===== src/rtl/sr_ctrl_pkg.sv =====
// Shared encodings and the op-resolution helper for the SR bank sequencer.
package sr_ctrl_pkg;

  typedef enum logic [1:0] {
    OP_HOLD   = 2'b00,
    OP_RESET  = 2'b01,
    OP_SET    = 2'b10,
    OP_TOGGLE = 2'b11
  } op_e;

  typedef enum logic [1:0] {
    ST_IDLE  = 2'b00,
    ST_DRIVE = 2'b01,
    ST_CHECK = 2'b10
  } state_e;

  // Command captured at the handshake; idx is kept beside it since its width is a parameter.
  typedef struct packed {
    op_e  op;
    logic id;
    logic qlat;
    logic oor;
  } cmd_t;

  // Value the addressed cell must hold once the command has been applied.
  function automatic logic expected_q(op_e op, logic q_now);
    case (op)
      OP_RESET:  return 1'b0;
      OP_SET:    return 1'b1;
      OP_TOGGLE: return ~q_now;
      default:   return q_now;
    endcase
  endfunction

endpackage


===== src/rtl/rr_arb2.sv =====
// Two-requester round-robin arbiter; the pointer names the requester favoured on a tie.
module rr_arb2 (
  input  logic       clk,
  input  logic       rst,
  input  logic [1:0] valid,
  input  logic       advance,
  output logic [1:0] grant
);

  logic ptr_q, ptr_d;

  always_comb begin
    grant = valid;
    if (valid == 2'b11) grant = ptr_q ? 2'b10 : 2'b01;
    ptr_d = ptr_q;
    if (advance) ptr_d = grant[0];
  end

  always_ff @(posedge clk) begin
    if (!rst) ptr_q <= 1'b0;
    else      ptr_q <= ptr_d;
  end

endmodule


===== src/rtl/sr_bank_ctrl.sv =====
// Arbitrates two command streams onto a bank of SR cells, pulses S/R for one cycle
// and verifies the readback, reporting completion and errors.
module sr_bank_ctrl
  import sr_ctrl_pkg::*;
#(
  parameter int unsigned N  = 4,
  parameter int unsigned IW = (N > 1) ? $clog2(N) : 1
) (
  input  logic          clk,
  input  logic          rst,
  input  logic          req0_valid,
  input  logic [1:0]    req0_op,
  input  logic [IW-1:0] req0_idx,
  output logic          req0_ready,
  input  logic          req1_valid,
  input  logic [1:0]    req1_op,
  input  logic [IW-1:0] req1_idx,
  output logic          req1_ready,
  output logic [1:0]    done,
  output logic          err,
  output logic          err_sticky,
  output logic [N-1:0]  S,
  output logic [N-1:0]  R,
  input  logic [N-1:0]  Q
);

  state_e        state_q, state_d;
  cmd_t          cmd_q, cmd_d;
  logic [IW-1:0] idx_q, idx_d;
  logic [N-1:0]  s_q, s_d, r_q, r_d;
  logic [1:0]    done_q, done_d;
  logic          err_q, err_d;
  logic          err_sticky_q, err_sticky_d;

  logic [1:0]    grant;
  logic          advance;
  logic          acc_id, acc_q, acc_exp, acc_oor, acc_drive;
  op_e           acc_op;
  logic [IW-1:0] acc_idx;
  logic [N-1:0]  acc_sel, chk_sel;
  logic          chk_q, mism;

  // Grants only exist in IDLE and outside reset.
  rr_arb2 u_arb (
    .clk     (clk),
    .rst     (rst),
    .valid   ({req1_valid, req0_valid} & {2{(state_q == ST_IDLE) && rst}}),
    .advance (advance),
    .grant   (grant)
  );

  assign advance    = |grant;
  assign req0_ready = grant[0];
  assign req1_ready = grant[1];

  assign acc_id    = grant[1];
  assign acc_op    = op_e'(acc_id ? req1_op : req0_op);
  assign acc_idx   = acc_id ? req1_idx : req0_idx;
  assign acc_oor   = (32'(acc_idx) >= N);
  assign acc_sel   = N'(1) << acc_idx;
  assign acc_q     = |(Q & acc_sel);
  assign acc_exp   = expected_q(acc_op, acc_q);
  // Non-HOLD ops push the cell toward its expected value, so S and R are mutually exclusive.
  assign acc_drive = (acc_op != OP_HOLD) && !acc_oor;

  assign chk_sel = N'(1) << idx_q;
  assign chk_q   = |(Q & chk_sel);
  assign mism    = cmd_q.oor || (chk_q != expected_q(cmd_q.op, cmd_q.qlat));

  always_comb begin
    state_d      = state_q;
    cmd_d        = cmd_q;
    idx_d        = idx_q;
    s_d          = '0;
    r_d          = '0;
    done_d       = 2'b00;
    err_d        = 1'b0;
    err_sticky_d = err_sticky_q;
    case (state_q)
      ST_IDLE: begin
        if (advance) begin
          cmd_d.op   = acc_op;
          cmd_d.id   = acc_id;
          cmd_d.qlat = acc_q;
          cmd_d.oor  = acc_oor;
          idx_d      = acc_idx;
          state_d    = acc_oor ? ST_CHECK : ST_DRIVE;
          if (acc_drive && acc_exp)  s_d = acc_sel;
          if (acc_drive && !acc_exp) r_d = acc_sel;
        end
      end
      ST_DRIVE: state_d = ST_CHECK;
      ST_CHECK: begin
        state_d      = ST_IDLE;
        done_d       = cmd_q.id ? 2'b10 : 2'b01;
        err_d        = mism;
        err_sticky_d = err_sticky_q | mism;
      end
      default: state_d = ST_IDLE;
    endcase
  end

  always_ff @(posedge clk) begin
    if (!rst) begin
      state_q      <= ST_IDLE;
      cmd_q        <= '0;
      idx_q        <= '0;
      s_q          <= '0;
      r_q          <= '0;
      done_q       <= 2'b00;
      err_q        <= 1'b0;
      err_sticky_q <= 1'b0;
    end else begin
      state_q      <= state_d;
      cmd_q        <= cmd_d;
      idx_q        <= idx_d;
      s_q          <= s_d;
      r_q          <= r_d;
      done_q       <= done_d;
      err_q        <= err_d;
      err_sticky_q <= err_sticky_d;
    end
  end

  assign S          = s_q;
  assign R          = r_q;
  assign done       = done_q;
  assign err        = err_q;
  assign err_sticky = err_sticky_q;

endmodule

===== config.mk =====
export PLATFORM = sky130hd
export DESIGN_NAME = sr_bank_ctrl
export DESIGN_NICKNAME = d
export VERILOG_FILES = /design/src/rtl/sr_ctrl_pkg.sv /design/src/rtl/rr_arb2.sv /design/src/rtl/sr_bank_ctrl.sv
export SDC_FILE = /design/constraint.sdc
export NUM_CORES = 1
export LEC_CHECK = 0
export CAP_MARGIN = 0
export CORE_MARGIN = 10
export CORE_UTILIZATION = 49
export DETAILED_ROUTE_END_ITERATION = 10
export MAX_ROUTING_LAYER = met4
export PLACE_DENSITY_LB_ADDON = 0.08
export SYNTH_ARGS = -nofsm -noshare
export SYNTH_HDL_FRONTEND = slang
export SYNTH_HIERARCHICAL = 1
export SYNTH_SLANG_ARGS = --single-unit

===== constraint.sdc =====
create_clock -name clk -period 5.76 [get_ports clk]
set_input_delay 0.576 -clock clk [delete_from_list [all_inputs] [get_ports clk]]
set_output_delay 0.576 -clock clk [all_outputs]
set_load 0.01 [all_outputs]

==> impl_metrics.csv <==
group,metric,value,unit
power,p_leak,0.526,nW
power,internal_power,0.000215,W
grt,track_usage,0.121,
routing,avgViaCountPerCell,5.58,
sta,worst_slew_pin_slew,486,ps
setup_path,crit_slowest_cell,"clkdlybuf4s50_1",
place,io_buffers,29,
sta,period_minus_slack,3130,ps
setup_path,critPathRequiredTime,5180,ps
power,vdd_drop_max,0.000139,V
sta,fin_crit_sh,0.543,
routing,wl_per_cell,15.0,µm
cells_and_area,final_area,0.00133,mm²
yosys,synthTopCellsByArea,"dfxtp_1, o2111a_1, a21oi_1, nand3_1, o211a_1",
power,pwr-share-clk,0.230,
sta,rsz0062_at_grt,"no",
routing,num_vias,881,
clock_tree,cts_max_level,1,
clock_tree,clockBufferDepth,2,
routing,drc,0,
routing,wirelength,2370,µm
yosys,synth_cell_types,39,
yosys,yosysSeqAreaShare,0.425,
routing,drtIter0Drc,30,
yosys,synth_cells,100,
clock_tree,clock_latency,300,ps
clock_tree,cts_buffers,3,
outcome,status,"complete, no violations",
grt,grt_max_degree,17,
clock_tree,cts_setup_buffers,0,
setup_path,cpMostUsedCell,"clkdlybuf4s50_1",
routing,dr_wl_met3,118,µm
routing,routed-wl-met2,1240,µm
setup_path,crit_path_max_fanout,16,
power,p_sw_frac,0.276,
job,drv_cap,0,
grt,grt_pass1_wl,4030,µm
sta,slew_violations,0,
cells_and_area,drive_above_1_share,0.107,
floorplanning,io_pins,30,
power,pwr-share-seq,0.533,
place,place_congestion,0.823,
worst_hold_path,hold_class,"reg -> reg",
sta,finalHoldViolCount,0,
place,place_area,0.00130,mm²
floorplanning,fp.coreArea,0.00194,mm²
power,pwr-share-comb,0.237,
yosys,synth_edf_count,0,
cells_and_area,fin_cells,158,
floorplanning,die_y,64.9,µm
yosys,yosysTopAreaCell,"dfxtp_1",
sta,slew_headroom,0.673,
setup_path,cp_data_arrival_time,2550,ps
setup_path,critPathKind,"in -> out",
place,post-place-cells,154,
clock_tree,cts_tree,"built",
sta,clock.fmax,320,MHz
yosys,avgSynthCellArea,9.90,µm²
clock_tree,clk_pin_slew,110,ps
sta,skew,6.54,ps
yosys,yosysMostFrequentCell,"dfxtp_1",
routing,top_layer_used,"met4",
cells_and_area,fin_nets,148,
grt,first_global_vias,899,
routing,first_pass_iters,4,
yosys,async_reset_ff_frac,0,
sta,tns,0,ps
power,p_switching,0.0000817,W
cells_and_area,syn_to_final_growth,34.1,%
floorplanning,floorplan.initialDensity,0.510,
power,power.total,0.000296,W
yosys,ys.flop_type,"dfxtp_1",
clock_tree,postCtsResizedCells,0,
sta,finalSetupViolCount,0,
yosys,synth_commonest_cells,"dfxtp_1, nand2_1, nor2_1",
yosys,syn_nets,116,
yosys,syn_area,990,µm²
grt,gr-total-overflow,0,
floorplanning,die_w,64.9,µm
setup_path,cp-end-kind,"output pin",
grt,antenna_found_initial,0,
worst_hold_path,holdPathStages,2,
setup_path,cp_cell_sequence,"clkdlybuf4s50_1, and3_1, a21boi_0, buf_4, clkdlybuf4s50_1",
clock_tree,ctsRootBufferMaster,"clkbuf_4",
floorplanning,rows,16,
setup_path,reg2reg_slack,3380,ps
clock_tree,clkSinkCount,21,
setup_path,slowest_delay,720,ps
routing,met1Wirelength,951,µm
yosys,ys_ff_latch,21,
place,dpl.hpwl,1900,µm
yosys,ys_warn_count,6,
routing,ant_nets,0,
floorplanning,die_area,0.00422,mm²
clock_tree,cts_hold_repair.buffers,0,
setup_path,cp-start-kind,"input pin",
yosys,synth_top_area_share,0.425,
power,pwr_density_cell,223,mW/mm²
cells_and_area,num_antenna_cells,0,
setup_path,reg2regPathDepth,8,
-- per-layer routing --
metal,GRT usage,up-vias
met3,0.0464,8
met1,0.119,414
met4,0.0615,0
li1,-,435
met2,0.206,24
met5,-,-
-- layout by cell type (no fill, tap or decap), types with 2 or more instances in the layout --
cell type / synthesis / routed
o21ai_1: 2 / 2
nor2_1: 8 / 8
inv_1: 6 / 6
a21oi_1: 6 / 6
and3_1: 2 / 2
o211a_1: 3 / 3
nand2_1: 8 / 8
nor2b_1: 2 / 2
mux2_2: 2 / 2
dfxtp_1: 21 / 21
mux2i_1: 2 / 2
clkdlybuf4s50_1: 0 / 29
nand3_1: 6 / 6
a31o_1: 2 / 2
clkbuf_4: 0 / 3
and3b_1: 2 / 2
o2111a_1: 4 / 4
-- worst max-delay path: cells and delay by family --
kind / cells / cell delay (ps)
AND/OR/NAND/NOR: 1 / 260
buffers and inverters: 3 / 1520
AO/OA/AOI/OAI: 1 / 190
-- power groups by stage --
stage | clock network [W] | registers [W] | logic, W
6_report | 0.0000680 | 0.000158 | 0.0000704
5_1_grt | 0.0000753 | 0.000159 | 0.0000771
4_1_cts | 0.0000711 | 0.000158 | 0.0000707
3_5_place_dp | 0 | 0.000161 | 0.0000703
3_3_place_gp | 0 | 0.000161 | 0.0000687
2_1_floorplan | 0 | 0.000161 | 0.0000441
-- logic make-up after synthesis --
kind of cell | count (synthesis) | share of synthesized area
AOI/OAI and AO/OA | 27 | 0.234
muxes | 5 | 0.0657
DFF | 21 | 0.425
xor gates and xnor gates | 1 | 0.00885
and+or+nand+nor | 37 | 0.224
buffers and inverters | 9 | 0.0430
-- path summary, 6_finish.rpt --
| kind | from | end |
|---|---|---|
| setup reg to reg | state_q[1]$_SDFFE_PN0P_ | S[1]$_SDFF_PN0_ |
| hold reg to reg | cmd_q[2]$_SDFFE_PN0P_ | done[1]$_SDFF_PN0_ |
| setup / recovery | rst | req1_ready |
| hold / removal | cmd_q[2]$_SDFFE_PN0P_ | done[1]$_SDFF_PN0_ |
-- flip-flops by register name, indices dropped and copies added, names as in the netlist --
name,count
R,4
S,4
cmd_q,4
done,2
idx_q,2
state_q,2
err,1
err_sticky,1
u_arb/ptr_q,1
-- stage by stage --
step | hold slack (ps) | setup slack (ps) | utilization
CTS | 464 | 2610 | 0.684
global placement | 437 | 2680 | 0.670
detailed placement | 446 | 2610 | 0.670
global route | 482 | 2500 | 0.684
floorplan | 413 | 3040 | -
finish | 465 | 2630 | 0.684
-- layout make-up --
cell class	instances	area, µm²
Sequential cell	21	420
Fill cell	168	614
Tap cell	27	33.8
Multi-Input combinational cell	70	527
Timing Repair Buffer	30	298
Inverter	6	22.5
Clock buffer	4	26.3
(Power assumes the default switching activity.)
